===== config.mk =====
export PLATFORM = sky130hd
export DESIGN_NAME = seq_mult_flat
export DESIGN_NICKNAME = d
export VERILOG_FILES = /design/src/rtl/seq_mult_if.sv /design/src/rtl/seq_mult.sv /design/src/flat_wrapper.sv
export SDC_FILE = /design/constraint.sdc
export NUM_CORES = 1
export LEC_CHECK = 0
export BUFFER_PORTS_ARGS = -buffer_cell sky130_fd_sc_hd__buf_2
export CORE_ASPECT_RATIO = 1.5
export CORE_MARGIN = 2
export CORE_UTILIZATION = 58
export DETAILED_ROUTE_END_ITERATION = 16
export PLACE_DENSITY = 0.9
export SLEW_MARGIN = 25
export SYNTH_ARGS = -nofsm -noshare
export SYNTH_HDL_FRONTEND = slang
export SYNTH_SLANG_ARGS = --single-unit

===== constraint.sdc =====
create_clock -name clk -period 2.85 [get_ports clk]
set_input_delay 0.4275 -clock clk [delete_from_list [all_inputs] [get_ports clk]]
set_output_delay 0.4275 -clock clk [all_outputs]
set_load 0.05 [all_outputs]

===== src/rtl/seq_mult_if.sv =====
// seq_mult_if: operand/result bundle for the iterative multiplier.
//   start  - request a multiplication (master -> slave)
//   sgn    - 1 = operands are two's complement, 0 = unsigned
//   a, b   - M-bit multiplicand and multiplier
//   busy   - multiplication in progress (slave -> master)
//   done   - one-cycle pulse, mult freshly updated
//   mult   - 2M-bit product, held until the next done
interface seq_mult_if #(parameter int M = 8);
    logic           start;
    logic           sgn;
    logic [M-1:0]   a;
    logic [M-1:0]   b;
    logic           busy;
    logic           done;
    logic [2*M-1:0] mult;

    modport master (output start, sgn, a, b, input busy, done, mult);
    modport slave  (input start, sgn, a, b, output busy, done, mult);
endinterface


===== src/rtl/seq_mult.sv =====
// seq_mult: radix-2 shift-add multiplier with start/busy/done handshake.
// Operands are reduced to magnitudes at start, multiplied with a single
// M-bit adder over M cycles, and the sign is applied on the final cycle.
// Latency is M+1 edges from the start edge to the done edge; a new start
// may be accepted in the done cycle for back-to-back operation.
//   clk  - system clock, rising edge
//   rst  - asynchronous active-high reset
//   bus  - seq_mult_if slave modport (start, sgn, a, b, busy, done, mult)
module seq_mult #(
    parameter int M     = 8,
    parameter int CNT_W = $clog2(M) + 1
) (
    input  logic       clk,
    input  logic       rst,
    seq_mult_if.slave  bus
);

    typedef enum logic [1:0] {IDLE, RUN, FIN} state_t;

    state_t         state;
    logic [M-1:0]   mcand;
    logic [M-1:0]   acc_hi;
    logic [M-1:0]   acc_lo;
    logic [CNT_W-1:0] cnt;
    logic           neg;
    logic           busy_q;
    logic           done_q;
    logic [2*M-1:0] mult_q;

    logic [M-1:0]   mag_a;
    logic [M-1:0]   mag_b;
    logic           res_neg;
    logic [M:0]     sum;
    logic [2*M-1:0] prod;
    logic [2*M-1:0] prod_signed;

    // Magnitudes fit in M unsigned bits even for the most negative value.
    // The partial sum keeps the adder carry so the shift loses nothing.
    // A zero product negates to zero, so no negative zero can appear.
    always_comb begin
        mag_a       = (bus.sgn && bus.a[M-1]) ? -bus.a : bus.a;
        mag_b       = (bus.sgn && bus.b[M-1]) ? -bus.b : bus.b;
        res_neg     = bus.sgn & (bus.a[M-1] ^ bus.b[M-1]);
        sum         = {1'b0, acc_hi} + (acc_lo[0] ? {1'b0, mcand} : '0);
        prod        = {acc_hi, acc_lo};
        prod_signed = neg ? -prod : prod;
    end

    // acc_lo starts as the multiplier and fills with product bits as it
    // shifts right; the counter reaching M marks all partial products added.
    always_ff @(posedge clk or posedge rst) begin
        if (rst) begin
            state  <= IDLE;
            mcand  <= '0;
            acc_hi <= '0;
            acc_lo <= '0;
            cnt    <= '0;
            neg    <= 1'b0;
            busy_q <= 1'b0;
            done_q <= 1'b0;
            mult_q <= '0;
        end else begin
            done_q <= 1'b0;
            case (state)
                IDLE, FIN: begin
                    if (bus.start) begin
                        mcand  <= mag_a;
                        acc_lo <= mag_b;
                        acc_hi <= '0;
                        neg    <= res_neg;
                        cnt    <= '0;
                        busy_q <= 1'b1;
                        state  <= RUN;
                    end else begin
                        state  <= IDLE;
                    end
                end
                RUN: begin
                    if (cnt == CNT_W'(M)) begin
                        mult_q <= prod_signed;
                        done_q <= 1'b1;
                        busy_q <= 1'b0;
                        state  <= FIN;
                    end else begin
                        acc_hi <= sum[M:1];
                        acc_lo <= {sum[0], acc_lo[M-1:1]};
                        cnt    <= cnt + CNT_W'(1);
                    end
                end
                default: state <= IDLE;
            endcase
        end
    end

    assign bus.busy = busy_q;
    assign bus.done = done_q;
    assign bus.mult = mult_q;

endmodule

===== src/flat_wrapper.sv =====
// flat-port wrapper written by rule: the top's interface ports become plain ports
module seq_mult_flat 
#(
    parameter int M     = 8,
    parameter int CNT_W = $clog2(M) + 1
)
  (clk, rst, bus_start, bus_sgn, bus_a, bus_b, bus_busy, bus_done, bus_mult);
  seq_mult_if #(.M(M)) bus_i ();
  input  logic clk;
  input  logic rst;
  input wire logic [$bits(bus_i.start)-1:0] bus_start;
  input wire logic [$bits(bus_i.sgn)-1:0] bus_sgn;
  input wire logic [$bits(bus_i.a)-1:0] bus_a;
  input wire logic [$bits(bus_i.b)-1:0] bus_b;
  output wire logic [$bits(bus_i.busy)-1:0] bus_busy;
  output wire logic [$bits(bus_i.done)-1:0] bus_done;
  output wire logic [$bits(bus_i.mult)-1:0] bus_mult;
  assign bus_i.start = bus_start;
  assign bus_i.sgn = bus_sgn;
  assign bus_i.a = bus_a;
  assign bus_i.b = bus_b;
  assign bus_busy = bus_i.busy;
  assign bus_done = bus_i.done;
  assign bus_mult = bus_i.mult;
  seq_mult #(.M(M), .CNT_W(CNT_W)) u_core (.clk(clk), .rst(rst), .bus(bus_i));
endmodule

Yosys cells after proc, flatten, opt, wreduce, memory -nomap -nowiden
Cells that the tools add are included.
- output and inout bits: 18
- input port bits: 20
- logic and storage cells: 52
- register bits: 49
- reduce and logical (&&, ||, !) cells: 9
- add/sub/neg operators: 5
- equal/unequal tests: 6
- mux-type cells: 21
- bitwise logic cells: 2
- operator list (kind ; count):
    $mux 8 ; 7
    $pmux 8 s2 ; 2
    $mux 16 ; 1
    $neg 16->16 ; 1
    $neg 8->8 ; 2
    $add 8x9->9 ; 1
    $mux 4 ; 2
    $pmux 4 s2 ; 1
    $reduce_and 3->1 ; 2
    $mux 1 ; 5
    $add 4x1->4 const B ; 1
    $eq 4x4->1 const B ; 1
    $ne 2x2->1 const B ; 2
    $pmux 2 s2 ; 1
    $reduce_and 2->1 ; 2
    $eq 2x1->1 const B ; 1
    $eq 2x2->1 const B ; 1
    $logic_and 1x1->1 ; 2
    $logic_not 2->1 ; 1
    $mux 2 ; 1
    $ne 2x1->1 const B ; 1
    $pmux 1 s2 ; 1
    $reduce_bool 2->1 ; 1
    $reduce_or 2->1 ; 1
    other kinds (2) ; 2

Longest topological paths before layout
Gate-level depths: netlist (run 1).
- word-level depth: 4
- depth in mapped cells: 9
- mapped depth without buffers: 8

Worst setup path before layout (run 1)
No wires, ideal clock.
- kind: register to register
- from: register u_core.acc_lo[0]
- to: register u_core.acc_hi[5]
- stages on the path, launching flop included: 10
- setup time: 135 ps
- period minus slack after synthesis: 2096 ps
- path slack: 754 ps
- path buffers: 1
- arrival time: 1961 ps
- cells stage by stage: dfrtp_1 -> clkbuf_1 -> and2_1 -> ha_1 -> fa_1 -> a211oi_1 -> nor2_1 -> o22ai_1 -> xor2_1 -> o21ai_0
- cells in the longest elaborated chain, start to end: 4
- ends and longest elaborated chain (item ; RTL line ; RTL):
    from (decl) ; seq_mult.sv:23 ; logic [M-1:0] acc_lo;
    from (signal assigned) ; seq_mult.sv:68 ; acc_lo <= mag_b;
    from (signal assigned) ; seq_mult.sv:86 ; acc_lo <= {sum[0], acc_lo[M-1:1]};
    $mux 8 ; seq_mult.sv:44 ; sum = {1'b0, acc_hi} + (acc_lo[0] ? {1'b0, mcand} : '0);
    $add 8x9->9 ; seq_mult.sv:44 ;
    $mux 8 ; seq_mult.sv:79 ; if (cnt == CNT_W'(M)) begin
    $pmux 8 s2 ; seq_mult.sv:64 ; case (state)
    to (signal assigned) ; seq_mult.sv:85 ; acc_hi <= sum[M:1];
    to (decl) ; seq_mult.sv:22 ; logic [M-1:0] acc_hi;
Every way passes these cells. The select of a mux whose other input is x is not followed.
A chain may end at the register's enable or synchronous reset.

Final worst setup path (run 1)
Ends and elaborated chain as after synthesis.

==> results.md, run 1 <==
* Core area at 4810 sq um
* Post-synthesis register bit count at 49
* Final Hold Viols at 0
* Total grt overflow at 0
* Synth area leader: dfrtp_1
* Antenna diodes at 0
* CTS max path bufs at 2
* Slew @ Worst Pin at around 0.84 ns
* Yosys cell types at 42
* Placed wire-length estimate at 4.31 mm
* Initial Util at 0.596
* Worst EP required at around 3 ns
* Row cnt at 31
* Unrepaired setup endpoints after global routing: false
* Seq/Total Area, Yosys at 0.428
* Yosys top cell area share at 0.428
* Layout Skew at about 0.0062 ns
* Cell Int Power at between 1.5 and 2 mW
* Maximum vdd drop at approximately 0.55 mV
* Critical path cell sequence: and2_1, ha_1, fa_1, a211oi_1, nor2_1, o22ai_1, xor2_1, o21ai_0
* Synthesized net count at 354
* Pwr dens at around 1100 nW/um^2
* Fmax at 442 MHz
* Yosys warning count at 0
* Worst reg2reg path depth at 8
* Starting DRC count in detailed routing at 68
* Vias in the first global route at around 2300
* CP peak stage delay at between 0.4 and 0.5 ns
* Worst Hold Class: primary input to asynchronous set/reset pin
* Sw frac at 0.482
* Max-Cap Viols at 0
* Part of the power in registers at 0.372
* Root Buffer: clkbuf_8
* Post-Route WL at about 5.6 mm
* Vert. Die Dim at roughly 90 um
* Number of setup violations in the final report at 0
* Clock share of power at 0.108
* Vias post-DR at 2373
* I/O Buffers at 37
* CP Launch Point: u_core.acc_lo[0]
* Total Neg Setup Slack at 0 ns
* Critical-path top delay cell: dfrtp_1
* Layout cells sized above 1 at 0.161
* TritonCTS buffer count at 5
* CP Launch Type: register
* Commonest non-fill, non-tap cell in the layout: dfrtp_1
* CP Max Fanout at 11
* Wire per inst at about 13 um
* Setup crit end: u_core.acc_hi[5]
* Antenna viol nets, final at 0
* Tcrit/Tclk final at 0.794
* Fin util at 0.658
* Die area at between 5000 and 6000 sq um
* First-pass GRT wire length at 9.92 mm
* Mapped Avg Cell Area at ~9 sq um
* Clock slew at reported path FFs at ~0.090 ns
* R2R Path Start: u_core.acc_lo[0]
* R2R Setup Slk at 0.59 ns
* Post CTS Setup Buffer Count at 0
* NetSw at 1.74 mW
* Hold Slack at roughly 0.25 ns
* Gates resized, CTS repair at 0
* Min Tclk post-route at between 2 and 2.5 ns
* GRT Overall Usage at 0.229
* TritonCTS clock tree: yes
* RR Endpoint: u_core.acc_hi[5]
* Synth Cell Area at ~2900 sq um
* Ranking of synthesized cells by area: dfrtp_1 43%, o21ai_0 7.5%, nand2_1 6.3%
* Die W at between 60 and 70 um
* Hold bufs inserted after CTS at 0
* Combinational share of power at 0.520
* FILL cells at slightly above 400
* LEAKAGE at between 1.5 and 2 nW
* Synth-to-layout area growth at 10.4%
* Syn Inst Count at 320
* CTS H-tree lvls at 2
* Crit path arrival time at between 2 and 2.5 ns
* Max-slew violation count at 0
* Status: finished clean
* Antenna violations before repair at 0
* Clk Latency, worst-skew pair at around 0.3 ns
* DRC Markers at 0
* Crit end category: register
* DRT Pass-1 Iters at 4
* Final Net Count at 387
* Slew headroom at 0.441
* Crit Path Category: register to register
* Routability cong. at 0.883
* Clk sink count at between 40 and 50
* Pin count of the biggest net entering global routing at 50
* Commonest cells after routing, fill and taps aside: 49 x dfrtp_1, 48 x nand2_1, 43 x o21ai_0, 37 x buf_2, 19 x nor2_1
* IO Pins at 38
* Post-DR vias/cell at between 5 and 6
==> critical path, delay by kind of cell, from the launching register on <==
| family | cells | cell delay (ns) |
|---|---|---|
| AOI/OAI and AO/OA | 3 | 0.54 |
| DFF | 1 | 0.49 |
| adders and majority gates | 2 | 0.64 |
| and+or+nand+nor | 2 | 0.30 |
| xor gates and xnor gates | 1 | 0.15 |
==> per-layer routing <==
metal / wire length [um] / share of wire / track usage / vias up
met4: 129 / 0.023 / 0.0904 / 0
met1: 2200 / 0.39 / 0.268 / 1119
li1: - / - / - / 1172
met5: 0 / 0 / 0 / -
met3: 242 / 0.043 / 0.0374 / 12
met2: 3030 / 0.54 / 0.398 / 70
==> through the flow <==
step                worst slack (ns)  area (sq um)  power, mW  std cells
floorplan                      0.754          2870       2.81        320
global placement               0.688          3080       3.12        412
detailed placement             0.608          3080       3.22        412
CTS                            0.596          3170       3.62        420
global route                   0.423          3170       3.92        420
finish                         0.586          3170       3.60        420
==> flip-flops by register name, summed over array words and instances (netlist names) <==
name,count
u_core.acc_hi,8
u_core.acc_lo,8
u_core.bus.busy,1
u_core.bus.done,1
u_core.bus.mult,16
u_core.cnt,4
u_core.mcand,8
u_core.neg,1
u_core.state,2
==> kinds of logic (layout without fill, tap and decap cells) <==
logic type / Yosys count / in the layout / synth area share
mux: 3 / 3 / 0.0105
xor+xnor: 30 / 30 / 0.0916
simple gates: 111 / 111 / 0.182
fa+ha+maj: 14 / 14 / 0.0637
flops: 49 / 49 / 0.428
buf+inv: 29 / 63 / 0.0471
compound gates: 84 / 84 / 0.177
==> power by group through the flow <==
stage | clock network, mW | logic [mW] | registers, mW
after floorplan | 0 | 1.22 | 1.59
after global placement | 0 | 1.80 | 1.32
after detailed placement | 0 | 1.87 | 1.34
after CTS | 0.398 | 1.88 | 1.34
after global routing | 0.421 | 2.11 | 1.38
final | 0.391 | 1.87 | 1.34
==> cells in the mapped netlist (all sizes together) <==
library cell and instances:
buf 3, nand3b 1, a22oi 2, o21bai 2, a211oi 5, clkbuf 11, nand2b 3, a21o 2
mux2i 3, nor2 19, xor2 17, and2 8, ha 13, nand4 1, dfrtp 49, o41ai 4
or3 2, or2 1, a31o 2, o22ai 1, o21ai 48, xnor2 13, inv 15, a31oi 3
nor3b 1, o31ai 5, nor3 6, nor2b 2, nand3 14, or4b 1, and3b 1, or4 3
o211ai 1, nand2 48, fa 1, a21oi 8, o22a 1
==> cell type report <==
cell class,instances,area [sq um],area share
multi-input combinational,242,1510,0.476
tap,66,82.6,0.0261
clock buffer,5,68.8,0.0217
clock inverter,3,17.5,0.00553
sequential,49,1230,0.387
timing repair buffer,40,208,0.0656
inverter,15,57.6,0.0182
==> worst min path at each step <==
stage	cells after the start	startpoint	endpoint
detailed placement	2	u_core.bus.busy	u_core.bus.busy
CTS	2	rst	u_core.bus.mult[11]
floorplan	2	u_core.mcand[7]	u_core.mcand[7]
global placement	2	u_core.bus.mult[3]	u_core.bus.mult[3]
global route	2	rst	u_core.state[1]
finish	2	rst	u_core.cnt[1]
Power figures use the tool's default switching activity.
==> run 2, diff against run 1 <==
--- a/config.mk
+++ b/config.mk
@@ -8,9 +8,9 @@
 export BUFFER_PORTS_ARGS = -buffer_cell sky130_fd_sc_hd__buf_2
 export CORE_ASPECT_RATIO = 1.5
 export CORE_MARGIN = 2
-export CORE_UTILIZATION = 58
+export CORE_UTILIZATION = 52
 export DETAILED_ROUTE_END_ITERATION = 16
-export PLACE_DENSITY = 0.9
+export PLACE_DENSITY = 0.86
 export SLEW_MARGIN = 25
 export SYNTH_ARGS = -nofsm -noshare
 export SYNTH_HDL_FRONTEND = slang
==> constraint.sdc (replaced) <==
create_clock -name clk -period 2 [get_ports clk]
set_input_delay 0.3 -clock clk [delete_from_list [all_inputs] [get_ports clk]]
set_output_delay 0.3 -clock clk [all_outputs]
set_load 0.05 [all_outputs]
==> run 2 against run 1 <==
Effect of this change: the flow now finishes with violations (setup timing); sequential share of layout area shrank 3.0 points; clock skew down 0.0035 ns; maximum frequency up 9.3%; clock-buffer cell count is 1 higher; non-clock buffer count increased by 24; sequential cell count is the same; via count rose by 4.2%.
==> results.md, run 2 (synthesis results as in run 1) <==
* Fmax at 483 MHz (was 442 MHz)
* Total Power at 5.69 mW (was 3.60 mW)
* Commonest non-fill, non-tap cell in the layout: dfrtp_1 (unchanged)
* Status: finished, violations left (was finished clean)
* Placement Setup Slack at -0.140 ns (was 0.608 ns)
* CTS H-tree lvls at 2 (unchanged)
* Final Cell Area at 3430 sq um (was 3170 sq um)
* Total Neg Setup Slack at -0.167 ns (was 0 ns)
* Maximum vdd drop at 0.766 mV (was 0.546 mV)
* LEAKAGE at 1.65 nW (was 1.53 nW)
* Post-DR vias/cell at 5.53 (was 5.65)
* Commonest cells after routing, fill and taps aside: 49 x dfrtp_1, 48 x nand2_1, 40 x o21ai_0, 37 x buf_2, 25 x buf_4 (was 49 x dfrtp_1, 48 x nand2_1, 43 x o21ai_0, 37 x buf_2, 19 x nor2_1)
* Crit Path Category: register to register (unchanged)
* TritonCTS buffer count at 5 (unchanged)
* Pwr dens at 1660 nW/um^2 (was 1140 nW/um^2)
* Failing checks: setup timing
* CP peak stage delay at 0.53 ns (was 0.49 ns)
* DRT Pass-1 Iters at 4 (unchanged)
* Slew @ Worst Pin at 0.802 ns (was 0.838 ns)
* Die W at 64.6 um (was 61.4 um)
* Max-slew violation count at 0 (unchanged)
* Antenna violations before repair at 0 (unchanged)
* Number of setup violations in the final report at 4 (was 0)
* Core area at 5410 sq um (was 4810 sq um)
* Register Area at 1230 sq um (unchanged)
* Tcrit/Tclk final at 1.04 (was 0.794)
* Wire per inst at 13.6 um (was 13.3 um)
* Vias post-DR at 2472 (was 2373)
* Final worst slack at -0.0713 ns (was 0.586 ns)
* Placed Area at 3240 sq um (was 3080 sq um)
* I/O Buffers at 37 (unchanged)
* Routability cong. at 0.883 (about the same)
* Final Net Count at 411 (was 387)
* Clock slew at reported path FFs at 0.08 ns (was 0.09 ns)
* Layout Skew at 0.00274 ns (was 0.00623 ns)
* Antenna diodes at 0 (unchanged)
* TritonCTS clock tree: yes (unchanged)
* Unrepaired setup endpoints after global routing: true (was false)
* Crit end category: register (unchanged)
* Post-Route WL at 6.09 mm (was 5.61 mm)
* Die area at 6140 sq um (was 5530 sq um)
* GRT Overall Usage at 0.219 (was 0.229)
* Worst Hold Class: primary input to register (was primary input to asynchronous set/reset pin)
* Critical path cell sequence: or4_4, or4b_4, o31ai_4, xor2_1, o21ai_1 (was and2_1, ha_1, fa_1, a211oi_1, nor2_1, o22ai_1, xor2_1, o21ai_0)
* CP Max Fanout at 5 (was 11)
* Clk Latency, worst-skew pair at 0.30 ns (about the same)
* Multi-input gate area at 1580 sq um (was 1510 sq um)
* CTS max path bufs at 2 (unchanged)
* Antenna viol nets, final at 0 (unchanged)
* Synth-to-layout area growth at 19.8% (was 10.4%)
* DRC Markers at 0 (unchanged)
* Placed wire-length estimate at 4.68 mm (was 4.31 mm)
* CP delay by family, top: simple AND/OR/NAND/NOR gates (was adder cells)
* Starting DRC count in detailed routing at 134 (was 68)
* Worst EP required at 2.19 ns (was 3.02 ns)
* Layout cells sized above 1 at 0.239 (was 0.161)
* Max-Cap Viols at 0 (unchanged)
* Min Tclk post-route at 2.07 ns (was 2.26 ns)
* Row cnt at 33 (was 31)
* Vias in the first global route at 2388 (was 2298)
* Clk sink count at 49 (unchanged)
* Slew headroom at 0.465 (was 0.441)
* Initial Util at 0.530 (was 0.596)
* Root Buffer: clkbuf_8 (unchanged)
* Crit path arrival time at 2.26 ns (was 2.43 ns)
* First-pass GRT wire length at 10.5 mm (was 9.92 mm)
* Pin count of the biggest net entering global routing at 36 (was 50)
* Vert. Die Dim at 95.0 um (was 90.1 um)
* Max reg flops at 16 (unchanged)
* FILL cells at 444 (was 414)
* Final Hold Viols at 0 (unchanged)
* Worst Path Buf+Inv at 0 (unchanged)
* Total grt overflow at 0 (unchanged)
* CP Launch Type: register (unchanged)
* IO Pins at 38 (unchanged)
* Critical-path top delay cell: or4_4 (was dfrtp_1)
## run 2: cell count changes in the layout (fill, tap and decap cells not counted), moves of 2 or more
cell / previous run / this run
a211oi_1: 5 / 2
a211oi_2: 0 / 2
buf_4: 3 / 25
clkinv_2: 3 / 0
ha_1: 13 / 10
ha_4: 0 / 2
o21ai_0: 43 / 40
o21ai_1: 5 / 7
## run 2: final timing paths
path,start,to,slack [ns],cells after the start
min reg2reg,u_core.mcand[6],u_core.mcand[6],0.48,2
max in group asynchronous,rst,u_core.bus.done,0.93,4
max reg2reg,u_core.acc_lo[0],u_core.bus.mult[13],-0.07,5
min in group asynchronous,rst,u_core.acc_hi[0],0.52,3
min,bus_a[7],u_core.mcand[7],0.27,3
max,u_core.acc_lo[0],u_core.bus.mult[13],-0.07,5
## run 2: area by class of cell
class | instances | area share
inverter | 15 | 0.0164
clock buffer | 6 | 0.0240
timing repair buffer | 64 | 0.115
sequential | 49 | 0.357
clock inverter | 1 | 0.00219
multi-input combinational | 242 | 0.460
tap | 70 | 0.0255
## run 2: worst register-to-register path: cells and delay by family (launching register included)
| family | cells | cell delay [ns] |
|---|---|---|
| flip-flops | 1 | 0.44 |
| XOR/XNOR | 1 | 0.18 |
| AND/OR/NAND/NOR | 2 | 1.07 |
| AO/OA/AOI/OAI | 2 | 0.27 |
## run 2: through the flow
| step | std cells | hold slack (ns) | utilization |
|---|---|---|---|
| after floorplan | 320 | 0.428 | - |
| after global placement | 437 | 0.313 | 0.600 |
| after detailed placement | 437 | 0.319 | 0.600 |
| after CTS | 447 | 0.271 | 0.626 |
| after global routing | 447 | 0.313 | 0.635 |
| final | 447 | 0.268 | 0.635 |
## run 2: report_power, final
part / switching (mW) / total [mW] / internal (mW)
logic: 2.01 / 3.36 / 1.35
registers: 0.316 / 1.75 / 1.43
clock network: 0.314 / 0.587 / 0.273
total: 2.64 / 5.69 / 3.06
## run 2: timing repair
action,CTS,global route
resized for setup,7,10
pin swaps,4,3
endpoints found under the setup margin,7,7
endpoints found under the hold margin,13,0
hold buffers,1,0
cloned,0,0
buffers inserted,2,0
## run 2: per-layer routing
layer  up-vias  track usage  share of wire
li1       1221            -              -
met1      1161        0.245           0.38
met2        73        0.400           0.54
met3        17       0.0369          0.038
met4         0        0.105          0.033
met5         -            0              0
